File: src/rtl/seq_scan_pkg.sv
// seq_scan_pkg: shared definitions for the serial pattern scanner.
//  - Default sizing for word width, pattern length, length field and hit counter.
//  - Controller FSM state encoding.
//  - clamp_len(): limits a programmed pattern length to the matcher depth.
package seq_scan_pkg;

  localparam int W_DEF       = 16;
  localparam int PAT_MAX_DEF = 8;
  localparam int LW_DEF      = 4;
  localparam int CW_DEF      = 8;

  typedef enum logic [1:0] {
    ST_IDLE  = 2'd0,
    ST_SHIFT = 2'd1,
    ST_DONE  = 2'd2
  } state_t;

  // Lengths above the matcher depth behave as a full-depth pattern.
  function automatic int clamp_len(input int len, input int pat_max);
    int r;
    if (len > pat_max) begin
      r = pat_max;
    end else begin
      r = len;
    end
    return r;
  endfunction

endpackage

File: src/rtl/seq_scan_ctrl_if.sv
// seq_scan_ctrl_if: word-wide valid/ready handshake feeding the scanner.
//  in_valid  producer -> scanner  word available
//  in_ready  scanner  -> producer scanner can take a word
//  in_data   producer -> scanner  W-bit word, bit 0 serialised first
//  in_last   producer -> scanner  word is the last of its frame
// Modports: master (producer side), slave (scanner side).
interface seq_scan_ctrl_if import seq_scan_pkg::*; #(
  parameter int W = W_DEF
) ();

  logic         in_valid;
  logic         in_ready;
  logic [W-1:0] in_data;
  logic         in_last;

  modport master (output in_valid, output in_data, output in_last, input in_ready);
  modport slave  (input in_valid, input in_data, input in_last, output in_ready);

endinterface

File: src/rtl/seq_match_core.sv
// seq_match_core: bit-serial pattern matcher.
//  clk        clock, rising edge
//  res        synchronous active-high reset
//  bit_in     serial bit
//  bit_valid  bit_in is valid this cycle
//  pattern    pattern, bit len-1 = first-arriving bit
//  len        already-clamped pattern length, 0 disables matching
//  clear      drop history/seen at the start of a frame
//  hit        registered pulse, one cycle after the completing bit
// Build option SEQ_SCAN_OVERLAP_EN: when defined, history and seen keep running
// after a hit (overlapping matches); otherwise both are cleared on a hit.
module seq_match_core import seq_scan_pkg::*; #(
  parameter int PAT_MAX = PAT_MAX_DEF,
  parameter int LW      = LW_DEF
) (
  input  logic               clk,
  input  logic               res,
  input  logic               bit_in,
  input  logic               bit_valid,
  input  logic [PAT_MAX-1:0] pattern,
  input  logic [LW-1:0]      len,
  input  logic               clear,
  output logic               hit
);

  logic [PAT_MAX-1:0] hist_r;
  logic [LW-1:0]      seen_r;
  logic               hit_r;
  logic [PAT_MAX-1:0] hist_next_s;
  logic [LW-1:0]      seen_next_s;
  logic [PAT_MAX-1:0] mask_s;
  logic               match_s;

  // Next history/seen and the masked compare against the post-shift history.
  always_comb begin
    hist_next_s = {hist_r[PAT_MAX-2:0], bit_in};
    seen_next_s = seen_r;
    mask_s      = '0;
    match_s     = 1'b0;
    if (seen_r == LW'(PAT_MAX)) begin
      seen_next_s = seen_r;
    end else begin
      seen_next_s = seen_r + LW'(1);
    end
    for (int i = 0; i < PAT_MAX; i++) begin
      mask_s[i] = (i < int'(len));
    end
    if ((len != '0) && (seen_next_s >= len) &&
        ((hist_next_s & mask_s) == (pattern & mask_s))) begin
      match_s = 1'b1;
    end else begin
      match_s = 1'b0;
    end
  end

  // History shift register, saturating seen counter and hit flop.
  always_ff @(posedge clk) begin
    if (res || clear) begin
      hist_r <= '0;
      seen_r <= '0;
      hit_r  <= 1'b0;
    end else if (bit_valid) begin
      hit_r <= match_s;
`ifdef SEQ_SCAN_OVERLAP_EN
      hist_r <= hist_next_s;
      seen_r <= seen_next_s;
`else
      // A completed match consumes its bits.
      if (match_s) begin
        hist_r <= '0;
        seen_r <= '0;
      end else begin
        hist_r <= hist_next_s;
        seen_r <= seen_next_s;
      end
`endif
    end else begin
      hit_r <= 1'b0;
    end
  end

  assign hit = hit_r;

endmodule

File: src/rtl/seq_scan_ctrl.sv
// seq_scan_ctrl: frame-level controller for serial pattern detection.
// Takes W-bit words over a valid/ready handshake, serialises them LSB-first
// one bit per clock, matches the stream against a runtime pattern and counts
// hits per frame.
//  clk          clock, rising edge
//  res          synchronous active-high reset
//  cfg_we       load cfg_pattern/cfg_len (honoured only in IDLE)
//  cfg_pattern  pattern, bit len-1 = first-arriving bit
//  cfg_len      pattern length, 0 = off, >PAT_MAX clamps to PAT_MAX
//  bus          word handshake (slave modport of seq_scan_ctrl_if)
//  bit_out      current serial bit;  bit_valid  bit_out valid
//  hit          one-cycle pulse, pattern completed by previous bit
//  match_cnt    hits in the current frame, saturating
//  busy         shifting a word of the frame
//  done         one-cycle pulse after the final bit of the frame
// Build option SEQ_SCAN_OVERLAP_EN selects overlapping matches (see seq_match_core).
module seq_scan_ctrl import seq_scan_pkg::*; #(
  parameter int W       = W_DEF,
  parameter int PAT_MAX = PAT_MAX_DEF,
  parameter int LW      = LW_DEF,
  parameter int CW      = CW_DEF
) (
  input  logic               clk,
  input  logic               res,
  input  logic               cfg_we,
  input  logic [PAT_MAX-1:0] cfg_pattern,
  input  logic [LW-1:0]      cfg_len,
  seq_scan_ctrl_if.slave     bus,
  output logic               bit_out,
  output logic               bit_valid,
  output logic               hit,
  output logic [CW-1:0]      match_cnt,
  output logic               busy,
  output logic               done
);

  localparam int BCW = $clog2(W);

  state_t             state_r;
  logic [W-1:0]       word_r;
  logic               last_r;
  logic [BCW-1:0]     bitcnt_r;
  logic               frame_open_r;
  logic [PAT_MAX-1:0] pattern_r;
  logic [LW-1:0]      len_r;
  logic               in_ready_r;
  logic               bit_out_r;
  logic               bit_valid_r;
  logic               busy_r;
  logic               done_r;
  logic [CW-1:0]      match_cnt_r;
  logic               accept_s;
  logic               clear_s;
  logic               hit_s;

  // Handshake acceptance and frame-start detection.
  always_comb begin
    accept_s = 1'b0;
    clear_s  = 1'b0;
    if (bus.in_valid && in_ready_r) begin
      accept_s = 1'b1;
    end else begin
      accept_s = 1'b0;
    end
    if (accept_s && (state_r == ST_IDLE) && !frame_open_r) begin
      clear_s = 1'b1;
    end else begin
      clear_s = 1'b0;
    end
  end

  // Controller FSM with word latch, bit counter, config and registered outputs.
  always_ff @(posedge clk) begin
    if (res) begin
      state_r      <= ST_IDLE;
      word_r       <= '0;
      last_r       <= 1'b0;
      bitcnt_r     <= '0;
      frame_open_r <= 1'b0;
      pattern_r    <= '0;
      len_r        <= '0;
      in_ready_r   <= 1'b0;
      bit_out_r    <= 1'b0;
      bit_valid_r  <= 1'b0;
      busy_r       <= 1'b0;
      done_r       <= 1'b0;
    end else begin
      case (state_r)
        ST_IDLE: begin
          done_r <= 1'b0;
          // A config written together with a word applies to that word,
          // since its first bit reaches the matcher a cycle later.
          if (cfg_we) begin
            pattern_r <= cfg_pattern;
            len_r     <= LW'(clamp_len(int'(cfg_len), PAT_MAX));
          end
          if (accept_s) begin
            word_r       <= bus.in_data;
            last_r       <= bus.in_last;
            bitcnt_r     <= '0;
            bit_out_r    <= bus.in_data[0];
            bit_valid_r  <= 1'b1;
            busy_r       <= 1'b1;
            in_ready_r   <= 1'b0;
            frame_open_r <= 1'b1;
            state_r      <= ST_SHIFT;
          end else begin
            bit_out_r   <= 1'b0;
            bit_valid_r <= 1'b0;
            busy_r      <= 1'b0;
            in_ready_r  <= 1'b1;
          end
        end
        ST_SHIFT: begin
          if (bitcnt_r == BCW'(W - 1)) begin
            if (last_r) begin
              state_r      <= ST_DONE;
              done_r       <= 1'b1;
              busy_r       <= 1'b0;
              bit_out_r    <= 1'b0;
              bit_valid_r  <= 1'b0;
              in_ready_r   <= 1'b0;
              frame_open_r <= 1'b0;
            end else if (accept_s) begin
              // Gapless: next word's bit 0 follows directly.
              word_r     <= bus.in_data;
              last_r     <= bus.in_last;
              bitcnt_r   <= '0;
              bit_out_r  <= bus.in_data[0];
              in_ready_r <= 1'b0;
            end else begin
              // Producer ran dry: frame stays open, matcher keeps its history.
              state_r     <= ST_IDLE;
              bit_out_r   <= 1'b0;
              bit_valid_r <= 1'b0;
              busy_r      <= 1'b0;
              in_ready_r  <= 1'b1;
            end
          end else begin
            bitcnt_r   <= bitcnt_r + BCW'(1);
            bit_out_r  <= word_r[bitcnt_r + BCW'(1)];
            // Ready is offered only while the final bit of a non-last word is out.
            in_ready_r <= (bitcnt_r == BCW'(W - 2)) && !last_r;
          end
        end
        ST_DONE: begin
          done_r     <= 1'b0;
          in_ready_r <= 1'b1;
          state_r    <= ST_IDLE;
        end
        default: begin
          state_r     <= ST_IDLE;
          bit_valid_r <= 1'b0;
          busy_r      <= 1'b0;
          done_r      <= 1'b0;
          in_ready_r  <= 1'b0;
        end
      endcase
    end
  end

  // Per-frame hit counter, cleared at frame start, saturating at all-ones.
  always_ff @(posedge clk) begin
    if (res || clear_s) begin
      match_cnt_r <= '0;
    end else if (hit_s && (match_cnt_r != {CW{1'b1}})) begin
      match_cnt_r <= match_cnt_r + CW'(1);
    end else begin
      match_cnt_r <= match_cnt_r;
    end
  end

  seq_match_core #(
    .PAT_MAX (PAT_MAX),
    .LW      (LW)
  ) u_match (
    .clk       (clk),
    .res       (res),
    .bit_in    (bit_out_r),
    .bit_valid (bit_valid_r),
    .pattern   (pattern_r),
    .len       (len_r),
    .clear     (clear_s),
    .hit       (hit_s)
  );

  assign bus.in_ready = in_ready_r;
  assign bit_out      = bit_out_r;
  assign bit_valid    = bit_valid_r;
  assign hit          = hit_s;
  assign match_cnt    = match_cnt_r;
  assign busy         = busy_r;
  assign done         = done_r;

endmodule

File: src/flat_wrapper.sv
// flat-port wrapper written by rule: the top's interface ports become plain ports
module seq_scan_ctrl_flat import seq_scan_pkg::*;
#(
  parameter int W       = W_DEF,
  parameter int PAT_MAX = PAT_MAX_DEF,
  parameter int LW      = LW_DEF,
  parameter int CW      = CW_DEF
)
  (clk, res, cfg_we, cfg_pattern, cfg_len, bit_out, bit_valid, hit, match_cnt, busy, done, bus_in_valid, bus_in_data, bus_in_last, bus_in_ready);
  seq_scan_ctrl_if #(.W(W)) bus_i ();
  input  logic clk;
  input  logic res;
  input  logic cfg_we;
  input  logic [PAT_MAX-1:0] cfg_pattern;
  input  logic [LW-1:0] cfg_len;
  output logic bit_out;
  output logic bit_valid;
  output logic hit;
  output logic [CW-1:0] match_cnt;
  output logic busy;
  output logic done;
  input wire logic [$bits(bus_i.in_valid)-1:0] bus_in_valid;
  input wire logic [$bits(bus_i.in_data)-1:0] bus_in_data;
  input wire logic [$bits(bus_i.in_last)-1:0] bus_in_last;
  output wire logic [$bits(bus_i.in_ready)-1:0] bus_in_ready;
  assign bus_i.in_valid = bus_in_valid;
  assign bus_i.in_data = bus_in_data;
  assign bus_i.in_last = bus_in_last;
  assign bus_in_ready = bus_i.in_ready;
  seq_scan_ctrl #(.W(W), .PAT_MAX(PAT_MAX), .LW(LW), .CW(CW)) u_core (.clk(clk), .res(res), .cfg_we(cfg_we), .cfg_pattern(cfg_pattern), .cfg_len(cfg_len), .bus(bus_i), .bit_out(bit_out), .bit_valid(bit_valid), .hit(hit), .match_cnt(match_cnt), .busy(busy), .done(done));
endmodule
File: config.mk
export PLATFORM = sky130hd
export DESIGN_NAME = seq_scan_ctrl_flat
export DESIGN_NICKNAME = d
export VERILOG_FILES = /design/src/rtl/seq_scan_pkg.sv /design/src/rtl/seq_scan_ctrl_if.sv /design/src/rtl/seq_match_core.sv /design/src/rtl/seq_scan_ctrl.sv /design/src/flat_wrapper.sv
export SDC_FILE = /design/constraint.sdc
export NUM_CORES = 1
export LEC_CHECK = 0
export ABC_AREA = 1
export ABC_CLOCK_PERIOD_IN_PS = 2000
export CAP_MARGIN = 0
export CELL_PAD_IN_SITES_DETAIL_PLACEMENT = 0
export CELL_PAD_IN_SITES_GLOBAL_PLACEMENT = 2
export CORE_MARGIN = 3
export CORE_UTILIZATION = 31
export DETAILED_ROUTE_END_ITERATION = 8
export GPL_ROUTABILITY_DRIVEN = 0
export PLACE_DENSITY_LB_ADDON = 0.1
export SLEW_MARGIN = 20
export SYNTH_ARGS = -nofsm -noshare
export SYNTH_HDL_FRONTEND = slang
export SYNTH_SLANG_ARGS = --single-unit
File: constraint.sdc
create_clock -name clk -period 2 [get_ports clk]
set_input_delay 0.4 -clock clk [delete_from_list [all_inputs] [get_ports clk]]
set_output_delay 0.4 -clock clk [all_outputs]
set_load 0.03 [all_outputs]
==> flow_summary_export.csv <==
group,metric,value,unit
yosys,yosysTopAreaCell,"dfxtp_1",
floorplan,start_util,0.3199,
sta,finalHoldViolations,0,
sta,finalCriticalPeriod,1879,ps
detailed_routing,drc,0,
placed_design,dp.cells,602,
setup_path,path_cells,"inv_2, ha_1, nand3b_1, xor2_2, ha_1, o21bai_1, nand3_1, nand3_2, nand3_4, nand2_1, a21oi_1",
setup_path,cp.required,2220,ps
placed_design,io_buffers,46,
yosys,async_flop_share,0,
global_route,grt_pass1_vias,2811,
cts,ctsLongestPathBuffers,2,
cts,clk_pin_slew,70,ps
yosys,synth.distinct_cells,38,
cts,ctsHoldBuffers,0,
detailed_routing,wl_per_cell,12.23,microns
run,max_cap_violations,0,
setup_path,cp_slowest_stage_delay,340,ps
floorplan,io-pin-count,47,
cts,clockRootBuffer,"clkbuf_8",
floorplan,die_width,106.4,microns
cts,insertion_delay,340,ps
setup_path,critPathKind,"reg2reg",
global_route,antenna_found_initial,0,
setup_path,critPathSlowestCell,"dfxtp_2",
sta,maxSlewViolCount,0,
floorplan,row_count,36,
final_layout,multiInputGateArea,1600,sq um
sta,setup_slack,120.9,ps
setup_path,critPathCaptureType,"register",
setup_path,worst_setup_path_start_kind,"register",
final_layout,drive_gt1_frac,0.1443,
hold_path,min_path_type,"reg2reg",
sta,setup_violations,0,
placed_design,dpl.hpwl,5.624,mm
yosys,syn_nets,468,
final_layout,syn_to_final_growth,26.61,%
setup_path,crit_start,"u_core.u_match.seen_r[0]",
cts,cts_buffers,9,
yosys,synth-edff-count,0,
detailed_routing,drt_iter0_markers,72,
placed_design,dp_slack,-48.51,ps
yosys,synth_top_area_share,0.3842,
sta,fmax,532.2,MHz
global_route,grt_max_degree,33,
final_layout,nets,523,
cts,tritoncts,"done",
yosys,synth_ff_type,"dfxtp_1",
yosys,ys_ff_latch,60,
floorplan,die_y,106.4,microns
setup_path,cp_common_cell,"ha_1",
sta,hold_slack,448.4,ps
setup_path,arrival,2100,ps
detailed_routing,ant_nets,0,
outcome,outcome,"completed",
global_route,grtUsageTotal,0.1432,
final_layout,num-fill-cells,1068,
sta,fin_crit_sh,0.9395,
yosys,syn-cell-area,3127,sq um
power,ir_drop,0.3698,mV
final_layout,fin_cells,618,
setup_path,r2r_start,"u_core.u_match.seen_r[0]",
hold_path,hp-start,"u_core.word_r[5]",
global_route,grt_first_pass_wirelength,13.00,mm
final_layout,seq_area,1204,sq um
setup_path,path_max_fanout,6,
cts,clock-sinks,60,
yosys,yosysSeqAreaShare,0.3842,
global_route,overflow,0,
cts,cts_max_level,3,
detailed_routing,viasPerCell,4.528,
detailed_routing,via_count,2798,
yosys,synthCells,426,
floorplan,core,9774,sq um
yosys,synth_most_common_cell,"nand2_1",
power,leakagePower,1.619,nW
power,power.density,759.6,nW/um^2
sta,tightest_slew,466.6,ps
detailed_routing,wirelength,7.561,mm
yosys,ys_top_cells_by_count,"nand2_1 (94), inv_1 (63), dfxtp_1 (60), a21oi_1 (49), nand3_1 (27)",
sta,relSlewSlack,0.6886,
yosys,syn_avg_cell_area,7.340,sq um
floorplan,dieArea,11330,sq um
yosys,synth_area_leaders,"dfxtp_1 (38%), nand2_1 (11%), a21oi_1 (7.8%)",
final_layout,antenna_cells_inserted,0,
detailed_routing,first_pass_iters,4,
yosys,yosys_warnings,0,
sta,finClkSkew,7.791,ps
-- layer usage --
metal / share of wire / vias up / routed length [microns] / track usage
met5: 0 / - / 0 / 0
met4: 0.020 / 0 / 148 / 0.04840
met3: 0.040 / 10 / 300 / 0.03947
met2: 0.49 / 42 / 3678 / 0.2425
met1: 0.45 / 1267 / 3434 / 0.1749
li1: - / 1479 / - / -
-- cells by family (layout without fill, tap and decap cells) --
| logic type | count (synthesis) | in the layout | synth area share |
|---|---|---|---|
| XOR/XNOR | 8 | 8 | 0.02241 |
| buffers and inverters | 82 | 140 | 0.1184 |
| AO/OA/AOI/OAI | 104 | 104 | 0.1965 |
| adder cells (fa/ha/maj) | 9 | 9 | 0.03602 |
| flip-flops | 60 | 60 | 0.3842 |
| AND/OR/NAND/NOR | 163 | 164 | 0.2425 |
-- repair_timing --
action,CTS,global route
pin swaps,0,1
resized for setup,1,7
gates cloned,0,1
buffers inserted,0,0
endpoints found under the hold margin,0,0
endpoints found under the setup margin,12,13
-- worst max-delay path: cells and delay by family, from the launching register on --
| kind | cells | cell delay [ps] |
|---|---|---|
| and+or+nand+nor | 5 | 620 |
| DFF | 1 | 340 |
| adders and majority gates | 2 | 340 |
| AOI/OAI and AO/OA | 2 | 200 |
| xor gates and xnor gates | 1 | 180 |
| buffers and inverters | 1 | 80 |
-- cell usage in the layout (no fill, tap or decap), types with 11 or more instances in the layout --
master and instances:
o21ai_0 22, clkbuf_8 11, a21oi_1 49, clkdlybuf4s50_1 46, inv_1 62, nor2_1 16, nand2_1 94, buf_4 11
dfxtp_1 58, nand3_1 26
-- registers in the layout, summed over array words and instances, names as in the netlist --
register               flops
u_core.last_r              1
u_core.u_match.hit         1
u_core.done                1
u_core.word_r             16
u_core.u_match.hist_r      7
u_core.len_r               4
u_core.state_r             2
u_core.frame_open_r        1
u_core.bit_out             1
u_core.match_cnt           8
u_core.bit_valid           1
u_core.pattern_r           8
u_core.bus.in_ready        1
u_core.bitcnt_r            4
u_core.u_match.seen_r      4
-- per-stage QoR --
stage	power [mW]	setup TNS, ps	cell area (sq um)	util
finish	3.007	0	3959	0.4050
global route	3.199	-10.90	3959	0.4050
CTS	3.037	0	3919	0.4009
detailed placement	2.040	-328.9	3742	0.3829
global placement	2.039	0	3742	0.3829
floorplan	1.833	0	3127	-
-- where the power goes --
part | switching [mW] | total, mW | internal (mW)
registers | 0.0576 | 1.34 | 1.28
clock network | 0.468 | 0.976 | 0.508
logic | 0.414 | 0.693 | 0.279
total | 0.940 | 3.01 | 2.07
-- path summary, 6_finish.rpt --
path                         endpoint  slack [ps]  depth (start not counted)
min                  u_core.word_r[5]         450                          2
min reg2reg          u_core.word_r[5]         450                          2
max          u_core.u_match.seen_r[2]         120                         11
max reg2reg  u_core.u_match.seen_r[2]         120                         11
-- cell type report --
class / count / share of cell area
inverters: 67 / 0.06479
well taps: 133 / 0.04204
multi-input cells: 285 / 0.4042
clock buffers: 13 / 0.04014
flip-flops and latches: 60 / 0.3040
clock inverters: 2 / 0.002528
repair buffers: 58 / 0.1422
No activity file was read; power rests on OpenSTA's default activity.
